==> config.mk <==
export PLATFORM = sky130hd
export DESIGN_NAME = fetch_stage_flat
export DESIGN_NICKNAME = d
export VERILOG_FILES = /design/src/rtl/fetch_pkg.sv /design/src/rtl/fetch_stage_if.sv /design/src/rtl/if_id_reg.sv /design/src/rtl/fetch_stage.sv /design/src/flat_wrapper.sv
export SDC_FILE = /design/constraint.sdc
export NUM_CORES = 1
export LEC_CHECK = 0
export BUFFER_PORTS_ARGS = -buffer_cell sky130_fd_sc_hd__buf_4
export CAP_MARGIN = 20
export CELL_PAD_IN_SITES_DETAIL_PLACEMENT = 0
export CELL_PAD_IN_SITES_GLOBAL_PLACEMENT = 1
export CORE_MARGIN = 2
export CORE_UTILIZATION = 42
export DETAILED_ROUTE_END_ITERATION = 8
export HOLD_SLACK_MARGIN = 0.08
export PLACE_DENSITY = 0.92
export RECOVER_POWER = 25
export REMOVE_ABC_BUFFERS = 1
export SYNTH_ARGS = -nofsm -noshare
export SYNTH_HDL_FRONTEND = slang
export SYNTH_SLANG_ARGS = --single-unit
==> constraint.sdc <==
create_clock -name clk -period 8.2 [get_ports clk]
set_clock_uncertainty 0.05 [all_clocks]
set_input_delay 0.82 -clock clk [delete_from_list [all_inputs] [get_ports clk]]
set_output_delay 0.82 -clock clk [all_outputs]
set_load 0.03 [all_outputs]
==> src/rtl/fetch_pkg.sv <==
// fetch_pkg: shared state encoding, NOP constant and IF/ID record for the fetch stage
package fetch_pkg;
  typedef enum logic [1:0] {REQ, WAIT, BUF, DROP} fetch_state_t;
  localparam logic [31:0] NOP_INSTR = 32'h0000_0013;
  typedef struct packed {
    logic [31:0] instr;
    logic [31:0] pc;
    logic [31:0] pcplus4;
    logic        valid;
  } if_id_t;
endpackage

==> src/rtl/fetch_stage_if.sv <==
// fetch_stage_if: instruction-memory request/response bundle between fetch and imem
interface fetch_stage_if;
  logic        imem_req_valid;
  logic        imem_req_ready;
  logic [31:0] imem_addr;
  logic        imem_rvalid;
  logic [31:0] imem_rdata;
  modport master (output imem_req_valid, imem_addr, input imem_req_ready, imem_rvalid, imem_rdata);
  modport slave (input imem_req_valid, imem_addr, output imem_req_ready, imem_rvalid, imem_rdata);
endinterface

==> src/rtl/if_id_reg.sv <==
// if_id_reg: IF/ID pipeline register; flush beats stall, stall beats load, idle advance loads a bubble
module if_id_reg
  import fetch_pkg::*;
#(
  parameter logic [31:0] BUBBLE_INSTR = NOP_INSTR
) (
  input  logic   clk,
  input  logic   reset,
  input  logic   stall,
  input  logic   flush,
  input  logic   take,
  input  if_id_t d,
  output if_id_t if_id_q
);
  localparam if_id_t BUBBLE = '{instr: BUBBLE_INSTR, pc: 32'd0, pcplus4: 32'd0, valid: 1'b0};
  if_id_t if_id_d;
  always_comb if_id_d = flush ? BUBBLE : stall ? if_id_q : take ? d : BUBBLE;
  always_ff @(posedge clk or posedge reset)
    if (reset) if_id_q <= BUBBLE;
    else if_id_q <= if_id_d;
endmodule

==> src/rtl/fetch_stage.sv <==
// fetch_stage: owns PCF, issues single-outstanding imem requests and feeds the IF/ID register
module fetch_stage #(
  parameter logic [31:0] RESET_PC  = 32'h0000_0000,
  parameter logic [31:0] NOP_INSTR = fetch_pkg::NOP_INSTR
) (
  input  logic          clk,
  input  logic          reset,
  input  logic          StallF,
  input  logic          StallD,
  input  logic          FlushD,
  input  logic          PCSrcE,
  input  logic [31:0]   PCTargetE,
  fetch_stage_if.master imem,
  output logic [31:0]   InstrD,
  output logic [31:0]   PCD,
  output logic [31:0]   PCPlus4D,
  output logic          ValidD,
  output logic          FetchBusyF
);
  import fetch_pkg::*;
  fetch_state_t state_q, state_d;
  logic [31:0] pcf_q, pcf_d, buf_instr_q, buf_instr_d, buf_pc_q, buf_pc_d, in_pc;
  logic hs, resp, avail, take, leave;
  if_id_t in_d, if_id_q;
  always_ff @(posedge clk or posedge reset)
    if (reset) begin
      state_q     <= REQ;
      pcf_q       <= RESET_PC;
      buf_instr_q <= '0;
      buf_pc_q    <= '0;
    end else begin
      state_q     <= state_d;
      pcf_q       <= pcf_d;
      buf_instr_q <= buf_instr_d;
      buf_pc_q    <= buf_pc_d;
    end
  // leave: the held/arriving instruction is consumed or discarded this cycle
  always_comb begin
    hs    = imem.imem_req_valid & imem.imem_req_ready;
    resp  = (state_q == WAIT) & imem.imem_rvalid;
    avail = resp | (state_q == BUF);
    take  = avail & !PCSrcE;
    leave = PCSrcE | FlushD | !StallD;
    in_pc = resp ? pcf_q : buf_pc_q;
    in_d  = '{instr: resp ? imem.imem_rdata : buf_instr_q, pc: in_pc, pcplus4: in_pc + 32'd4, valid: 1'b1};
  end
  always_comb begin
    state_d = state_q;
    case (state_q)
      REQ:     state_d = hs ? (PCSrcE ? DROP : WAIT) : REQ;
      WAIT:    state_d = imem.imem_rvalid ? (leave ? REQ : BUF) : (PCSrcE ? DROP : WAIT);
      BUF:     state_d = leave ? REQ : BUF;
      DROP:    state_d = imem.imem_rvalid ? REQ : DROP;
      default: state_d = REQ;
    endcase
    pcf_d       = PCSrcE ? PCTargetE : (take & !StallD & !FlushD) ? pcf_q + 32'd4 : pcf_q;
    buf_instr_d = (resp & !leave) ? imem.imem_rdata : buf_instr_q;
    buf_pc_d    = (resp & !leave) ? pcf_q : buf_pc_q;
  end
  always_comb begin
    imem.imem_req_valid = (state_q == REQ) & !StallF & !reset;
    imem.imem_addr      = pcf_q;
    FetchBusyF          = !avail;
  end
  if_id_reg #(.BUBBLE_INSTR(NOP_INSTR)) u_if_id (
    .clk, .reset, .stall(StallD), .flush(FlushD), .take, .d(in_d), .if_id_q
  );
  assign {InstrD, PCD, PCPlus4D, ValidD} = if_id_q;
endmodule

==> src/flat_wrapper.sv <==
// flat-port wrapper written by rule: the top's interface ports become plain ports
module fetch_stage_flat import fetch_pkg::*;
#(
  parameter logic [31:0] RESET_PC  = 32'h0000_0000,
  parameter logic [31:0] NOP_INSTR = fetch_pkg::NOP_INSTR
)
  (clk, reset, StallF, StallD, FlushD, PCSrcE, PCTargetE, InstrD, PCD, PCPlus4D, ValidD, FetchBusyF, imem_imem_req_valid, imem_imem_addr, imem_imem_req_ready, imem_imem_rvalid, imem_imem_rdata);
  fetch_stage_if imem_i ();
  input  logic clk;
  input  logic reset;
  input  logic StallF;
  input  logic StallD;
  input  logic FlushD;
  input  logic PCSrcE;
  input  logic [31:0] PCTargetE;
  output logic [31:0] InstrD;
  output logic [31:0] PCD;
  output logic [31:0] PCPlus4D;
  output logic ValidD;
  output logic FetchBusyF;
  output wire logic [$bits(imem_i.imem_req_valid)-1:0] imem_imem_req_valid;
  output wire logic [$bits(imem_i.imem_addr)-1:0] imem_imem_addr;
  input wire logic [$bits(imem_i.imem_req_ready)-1:0] imem_imem_req_ready;
  input wire logic [$bits(imem_i.imem_rvalid)-1:0] imem_imem_rvalid;
  input wire logic [$bits(imem_i.imem_rdata)-1:0] imem_imem_rdata;
  assign imem_imem_req_valid = imem_i.imem_req_valid;
  assign imem_imem_addr = imem_i.imem_addr;
  assign imem_i.imem_req_ready = imem_imem_req_ready;
  assign imem_i.imem_rvalid = imem_imem_rvalid;
  assign imem_i.imem_rdata = imem_imem_rdata;
  fetch_stage #(.RESET_PC(RESET_PC), .NOP_INSTR(NOP_INSTR)) u_core (.clk(clk), .reset(reset), .StallF(StallF), .StallD(StallD), .FlushD(FlushD), .PCSrcE(PCSrcE), .PCTargetE(PCTargetE), .imem(imem_i), .InstrD(InstrD), .PCD(PCD), .PCPlus4D(PCPlus4D), .ValidD(ValidD), .FetchBusyF(FetchBusyF));
endmodule
==> results of run 1 <==
==> cell usage in the layout, fill, tap and decap left out, types with 4 or more instances in the layout <==
master / n
clkbuf_1: 4
and2_1: 6
nor2_1: 25
xnor2_1: 13
o31ai_1: 7
or4_1: 11
nor3_2: 4
and3_1: 6
a221o_1: 8
o211ai_1: 11
nand4_1: 15
dfrtp_1: 190
a32o_1: 8
nand3_1: 29
nor3_1: 19
a21oi_1: 8
mux2i_1: 58
mux2_2: 69
a31oi_1: 7
nor4_1: 11
clkbuf_16: 17
a21o_1: 13
o221ai_1: 6
buf_4: 208
nand2_1: 136
inv_6: 5
o21ai_0: 98
inv_1: 8
o311ai_0: 11
==> through the flow <==
step,total power (µW),setup slack [ps],instance area (µm²)
after floorplan,1370,841,9150
after global placement,1530,4400,11100
after detailed placement,1540,4350,11100
after CTS,2330,4730,11700
after global routing,2420,2570,11700
final,2320,3510,11700
==> registers in the layout (all words and copies together), names as in the netlist <==
name and flops:
u_core.u_if_id.if_id_q 95, u_core.buf_instr_q 32, u_core.buf_pc_q 32, u_core.imem.imem_addr 32, u_core.state_q 2
==> worst min-delay path, stage by stage, from the launching register on <==
cell     delay, ps
dfrtp_1        340
nand2_1         50
nand2_1         50
==> final timing paths <==
kind                                                     endpoint  slack, ps  cells past startpoint
setup / recovery           u_core.u_if_id.if_id_q[72]$_DFFE_PP0P_       3510                      3
hold / removal              u_core.u_if_id.if_id_q[0]$_DFFE_PP0P_        430                      2
setup reg to reg            u_core.imem.imem_addr[28]$_DFFE_PP0P_       4720                      7
hold reg to reg             u_core.u_if_id.if_id_q[0]$_DFFE_PP0P_        430                      2
max in group clk            u_core.imem.imem_addr[14]$_DFFE_PP0P_       4350                      6
min in group asynchronous             u_core.state_q[1]$_DFF_PP0_       2060                      2
==> cells by family after synthesis <==
kind of cell	share of synthesized area
buffers and inverters	0.0367
DFF	0.511
and+or+nand+nor	0.147
muxes	0.145
AOI/OAI and AO/OA	0.143
adders and majority gates	0.00265
xor gates and xnor gates	0.0148
==> power groups by stage <==
| stage | clock (µW) | sequential, µW | combinational (µW) |
|---|---|---|---|
| final | 799 | 1140 | 386 |
| after global routing | 848 | 1150 | 421 |
| after CTS | 809 | 1130 | 388 |
| after detailed placement | 0 | 1150 | 386 |
| after global placement | 0 | 1150 | 378 |
| after floorplan | 0 | 1170 | 209 |
==> layer usage <==
layer,vias to the layer above,wire [µm]
met5,-,0
met4,0,755
met3,47,1910
met2,322,13000
met1,3921,11300
li1,3645,-
==> final cells by class <==
class / count / area share
clock buffers: 17 / 0.0365
clock inverters: 15 / 0.0106
inverters: 10 / 0.00332
multi-input cells: 632 / 0.369
flip-flops and latches: 193 / 0.414
well taps: 280 / 0.0300
repair buffers: 213 / 0.137
==> flow_metrics.py, run 1 <==
metrics = {
    "run_status": {
        "status": "complete, but fails checks",
        "failed_checks": "max-capacitance violations, max-slew violations",
    },
    "clocking": {
        "cts-root-buf": "clkbuf_16",
        "clock_path_buffers": 2,
        "post_cts_buffers": 0,
        "numCtsBuffers": 17,
        "cts_tree": "built",
        "clk_pin_slew_ps": 70,
        "clock_latency_ps": 440,
        "post_cts_resized": 0,
        "cts_hold_buf": 0,
        "cts_num_sinks": 193,
        "cts_max_level": 4,
    },
    "timing": {
        "setup_viol": 0,
        "period_share": 0.573,
        "max_freq_ghz": 0.213,
        "fin_crit_ps": 4690,
        "slew_headroom": -2.71,
        "holdWs_ps": 426,
        "rsz0062_at_grt": "false",
        "slew_viol_final": 165,
        "worstMarginPinSlew_ps": 5540,
        "tns_ps": 0,
        "finalHoldViolCount": 0,
    },
    "global_routing": {
        "antenna_found_initial": 0,
        "grt_overflow": 0,
        "grt_max_degree": 125,
        "grt.met1_usage": 0.308,
        "top_usage_layer": "met2",
        "use_met3": 0.0502,
        "grt_pass1_vias": 7712,
        "grt.met2_usage": 0.359,
        "grt_pass1_wl_um": 42900,
        "grtUsageTotal": 0.227,
    },
    "worst_setup_path": {
        "start_kind": "input pin",
        "path_cells": "clkbuf_1 -> clkinvlp_2 -> buf_4",
        "arrival_ps": 5110,
        "rr_startpoint": "u_core.state_q[1]$_DFF_PP0_",
        "crit_path_end_kind": "async pin",
        "required_ps": 8610,
        "crit_type": "input pin to async pin",
        "max_stage_delay_ps": 3070,
        "cp_num_buf_inv": 3,
        "path_delay_family": "buffers and inverters",
        "crit_start": "reset",
        "cp_slowest_cell": "clkinvlp_2",
        "cp_max_fo": 124,
    },
    "synthesis": {
        "avgSynthCellArea_um2": 10.5,
        "synthCells": 900,
        "synth_cell_types": 64,
        "synth_seq_area_share": 0.511,
        "syn_area_um2": 9460,
        "yosysWarnings": 0,
        "synth_ff_type": "dfrtp_1",
        "synth_edf_count": 0,
        "synthTopCellsByCount": "dfrtp_1, nand2_1, o21ai_0",
        "netlist.area_leader.share": 0.503,
        "async_flop_share": 1.00,
        "yosysTopAreaCell": "dfrtp_1",
        "yosysMostFrequentCell": "dfrtp_1",
        "ys_ff_latch": 193,
        "synth_area_leaders": "dfrtp_1, mux2_2, mux2i_1",
    },
    "die": {
        "rows": 54,
        "initial_utilization": 0.431,
        "die_w_um": 154,
        "dieArea_um2": 23700,
        "ios": 203,
        "core-area_um2": 22000,
        "die_h_um": 154,
    },
    "finish": {
        "seq_area_um2": 4830,
        "drive_gt1_frac": 0.306,
        "fillerInstances": 2033,
        "nNetsFinal": 1141,
        "multi_input_area_um2": 4300,
        "syn_to_final_growth_pct": 23.4,
        "diodes": 0,
        "layout.cells.non_filler": 1360,
        "utilization": 0.531,
    },
    "power_and_ir_drop": {
        "p_leak_uw": 0.00544,
        "pwr-share-clk": 0.344,
        "p_int_uw": 1610,
        "peakVddDrop_uv": 129,
        "switchingPower_uw": 717,
        "p_sw_frac": 0.308,
        "seq_power_share": 0.490,
        "combPwrFrac": 0.166,
        "powerDensity_nw_per_um2": 199,
    },
    "flow_run": {
        "cap_viol_max_count": 2,
    },
    "placed_design": {
        "io_buffer_count": 202,
        "dp.cells": 1327,
        "gp_congestion": 0.879,
        "dp_hpwl_um": 18500,
    },
    "hold_path": {
        "hold_path_startpoint": "u_core.u_if_id.if_id_q[0]$_DFFE_PP0P_",
        "hold_class": "flop to flop",
    },
    "detailed_routing": {
        "drc_errors": 0,
        "routed_via_density": 5.83,
        "ant_nets": 0,
        "num_vias": 7935,
        "wl_um": 27000,
        "wire_per_inst_um": 19.8,
        "dr.first_iter.drc_count": 715,
        "drtPass1Iterations": 5,
    },
}
Power figures use the tool's default switching activity.
==> run 2: changes to the inputs <==
--- a/config.mk
+++ b/config.mk
@@ -5,15 +5,16 @@
 export SDC_FILE = /design/constraint.sdc
 export NUM_CORES = 1
 export LEC_CHECK = 0
+export ABC_AREA = 1
 export BUFFER_PORTS_ARGS = -buffer_cell sky130_fd_sc_hd__buf_4
 export CAP_MARGIN = 20
 export CELL_PAD_IN_SITES_DETAIL_PLACEMENT = 0
 export CELL_PAD_IN_SITES_GLOBAL_PLACEMENT = 1
 export CORE_MARGIN = 2
-export CORE_UTILIZATION = 42
+export CORE_UTILIZATION = 37
 export DETAILED_ROUTE_END_ITERATION = 8
 export HOLD_SLACK_MARGIN = 0.08
-export PLACE_DENSITY = 0.92
+export PLACE_DENSITY = 0.89
 export RECOVER_POWER = 25
 export REMOVE_ABC_BUFFERS = 1
 export SYNTH_ARGS = -nofsm -noshare
==> constraint.sdc (replaced) <==
create_clock -name clk -period 4.06 [get_ports clk]
set_clock_uncertainty 0.05 [all_clocks]
set_input_delay 0.406 -clock clk [delete_from_list [all_inputs] [get_ports clk]]
set_output_delay 0.406 -clock clk [all_outputs]
set_load 0.03 [all_outputs]
==> flow_metrics.py, run 2 <==
metrics = {
    "global_routing": {
        "grt_max_degree": 136,
        "grtUsageTotal": 0.205,
        "antenna_found_initial": 0,
        "grt_pass1_vias": 8114,
        "grt_pass1_wl_um": 43200,
        "grt_overflow": 0,
    },
    "worst_setup_path": {
        "start_kind": "flop",
        "required_ps": 4330,
        "rr_startpoint": "u_core.state_q[1]$_DFF_PP0_",
        "crit_start": "u_core.state_q[1]$_DFF_PP0_",
        "arrival_ps": 3150,
        "cp_max_fo": 31,
        "crit_type": "flop to flop",
        "crit_path_end_kind": "flop",
        "r2r_setup_slack_ps": 1180,
    },
    "synthesis": {
        "netlist.area_leader.share": 0.501,
        "synth_edf_count": 0,
        "ys_ff_latch": 193,
        "synth_ff_type": "dfrtp_1",
        "yosysWarnings": 0,
        "synthTopCellsByCount": "nand2_1, dfrtp_1, o21ai_0",
        "synth_cell_types": 33,
        "yosysTopAreaCell": "dfrtp_1",
        "synthCells": 1140,
        "syn_area_um2": 9500,
        "avgSynthCellArea_um2": 8.33,
        "synth_area_leaders": "dfrtp_1, nand2_1, o21ai_0",
        "async_flop_share": 1.00,
        "yosysMostFrequentCell": "nand2_1",
        "synth_seq_area_share": 0.509,
    },
    "clocking": {
        "cts_tree": "built",
        "numCtsBuffers": 17,
        "post_cts_resized": 0,
        "post_cts_buffers": 0,
        "cts_max_level": 4,
        "cts-root-buf": "clkbuf_16",
        "cts_num_sinks": 193,
        "clock_path_buffers": 2,
        "clk_pin_slew_ps": 80,
        "cts_hold_buf": 0,
        "clock_latency_ps": 440,
    },
    "finish": {
        "seq_area_um2": 4830,
        "multi_input_area_um2": 4090,
        "utilization": 0.471,
        "regMostFlops": "u_core.u_if_id.if_id_q",
        "largest_register_ffs": 95,
        "final_common_cell": "nand2_1",
        "syn_to_final_growth_pct": 24.8,
        "layout_common_cells": "nand2_1, buf_4, dfrtp_1",
        "nNetsFinal": 1384,
        "drive_gt1_frac": 0.226,
        "postLayoutCellArea_um2": 11900,
        "diodes": 0,
        "fillerInstances": 2508,
    },
    "timing": {
        "max_freq_ghz": 0.347,
        "rsz0062_at_grt": "false",
        "period_share": 0.710,
        "finalHoldViolCount": 0,
        "worstMarginPinSlew_ps": 2930,
        "slew_headroom": -0.950,
        "worst_slack_ps": 1180,
        "setup_viol": 0,
        "fin_crit_ps": 2880,
        "slew_viol_final": 135,
    },
    "die": {
        "initial_utilization": 0.377,
        "die_w_um": 164,
        "die_h_um": 164,
        "ios": 203,
        "core-area_um2": 25200,
        "dieArea_um2": 27000,
        "rows": 58,
    },
    "detailed_routing": {
        "num_vias": 8379,
        "routed_via_density": 5.07,
        "drc_errors": 0,
        "dr.first_iter.drc_count": 724,
        "drtPass1Iterations": 5,
        "wire_per_inst_um": 16.5,
        "wl_um": 27300,
        "ant_nets": 0,
    },
    "placed_design": {
        "dp_hpwl_um": 19200,
        "pre_cts_ws_ps": 1210,
        "gp_congestion": 0.854,
        "dpl_cell_area_um2": 11200,
        "io_buffer_count": 202,
    },
    "run_status": {
        "failed_checks": "max-capacitance violations, max-slew violations",
        "status": "complete, but fails checks",
    },
    "power_and_ir_drop": {
        "peakVddDrop_uv": 249,
        "powerDensity_nw_per_um2": 407,
        "p_leak_uw": 0.00588,
    },
    "flow_run": {
        "cap_viol_max_count": 1,
    },
    "hold_path": {
        "hold_path_startpoint": "PCTargetE[0]",
        "hold_class": "input pin to flop",
    },
}
run 2: cell types whose count changed in the layout (fill, tap and decap cells not counted), moves of 28 or more:
cell	change
nand4_1	+28
nor2_1	+39
mux2_2	-42
mux2i_1	-34
nand2_1	+240
inv_1	+69
run 2: kinds of logic (layout without fill, tap and decap cells):
kind of cell,count (synthesis),count (layout),synth area share
AOI/OAI and AO/OA,160,160,0.0937
xor gates and xnor gates,20,20,0.0184
adders and majority gates,2,2,0.00263
buffers and inverters,140,323,0.0626
DFF,193,193,0.509
muxes,51,51,0.0573
and+or+nand+nor,574,574,0.256
run 2: metal layers:
layer / GRT usage / part of all wire / up-vias
met5: 0 / 0 / -
met4: 0.0781 / 0.029 / 0
met3: 0.0328 / 0.046 / 41
met2: 0.330 / 0.48 / 232
met1: 0.277 / 0.45 / 4028
li1: - / - / 4078
run 2: path summary, 6_finish.rpt:
check,cells after the start,to
hold reg to reg,2,u_core.u_if_id.if_id_q[42]$_DFFE_PP0P_
hold / removal,3,u_core.imem.imem_addr[0]$_DFFE_PP0P_
max in group asynchronous,2,u_core.u_if_id.if_id_q[4]$_DFFE_PP0P_
setup / recovery,17,u_core.u_if_id.if_id_q[21]$_DFFE_PP0P_
setup reg to reg,17,u_core.u_if_id.if_id_q[21]$_DFFE_PP0P_
min in group asynchronous,2,u_core.u_if_id.if_id_q[33]$_DFFE_PP0P_
run 2: worst max-delay path, stage by stage, from the launching register on:
cell and delay (ps):
dfrtp_1 380, inv_1 50, buf_4 300, nand3_2 380
buf_4 390, nand2_1 90, inv_1 40, nor2_1 170
inv_1 80, ha_1 190, nand2_1 120, nor2_1 80
nand2_1 120, nor2_2 90, nand2_1 60, nand2_1 50
nand3_1 60, nand2_1 50
run 2: stage by stage:
stage | hold slack (ps) | setup TNS, ps | std cells | power [µW]
CTS | 106 | 0 | 1652 | 4850
global placement | 412 | 0 | 1620 | 3100
finish | 114 | 0 | 1653 | 4820
detailed placement | 417 | 0 | 1620 | 3120
global route | 139 | 0 | 1653 | 5040
floorplan | 398 | -602450 | 1080 | 2770
run 2: area by class of cell:
type,instances,share of cell area
well taps,330,0.0348
flip-flops and latches,193,0.408
multi-input cells,807,0.345
repair buffers,211,0.136
clock inverters,12,0.0119
clock buffers,20,0.0385
inverters,80,0.0257
run 2: power breakdown:
part	switching, µW	leakage (µW)	total [µW]	internal, µW
registers	139	0.00258	2240	2100
logic	540	0.00301	843	303
clock network	782	0.000289	1740	955
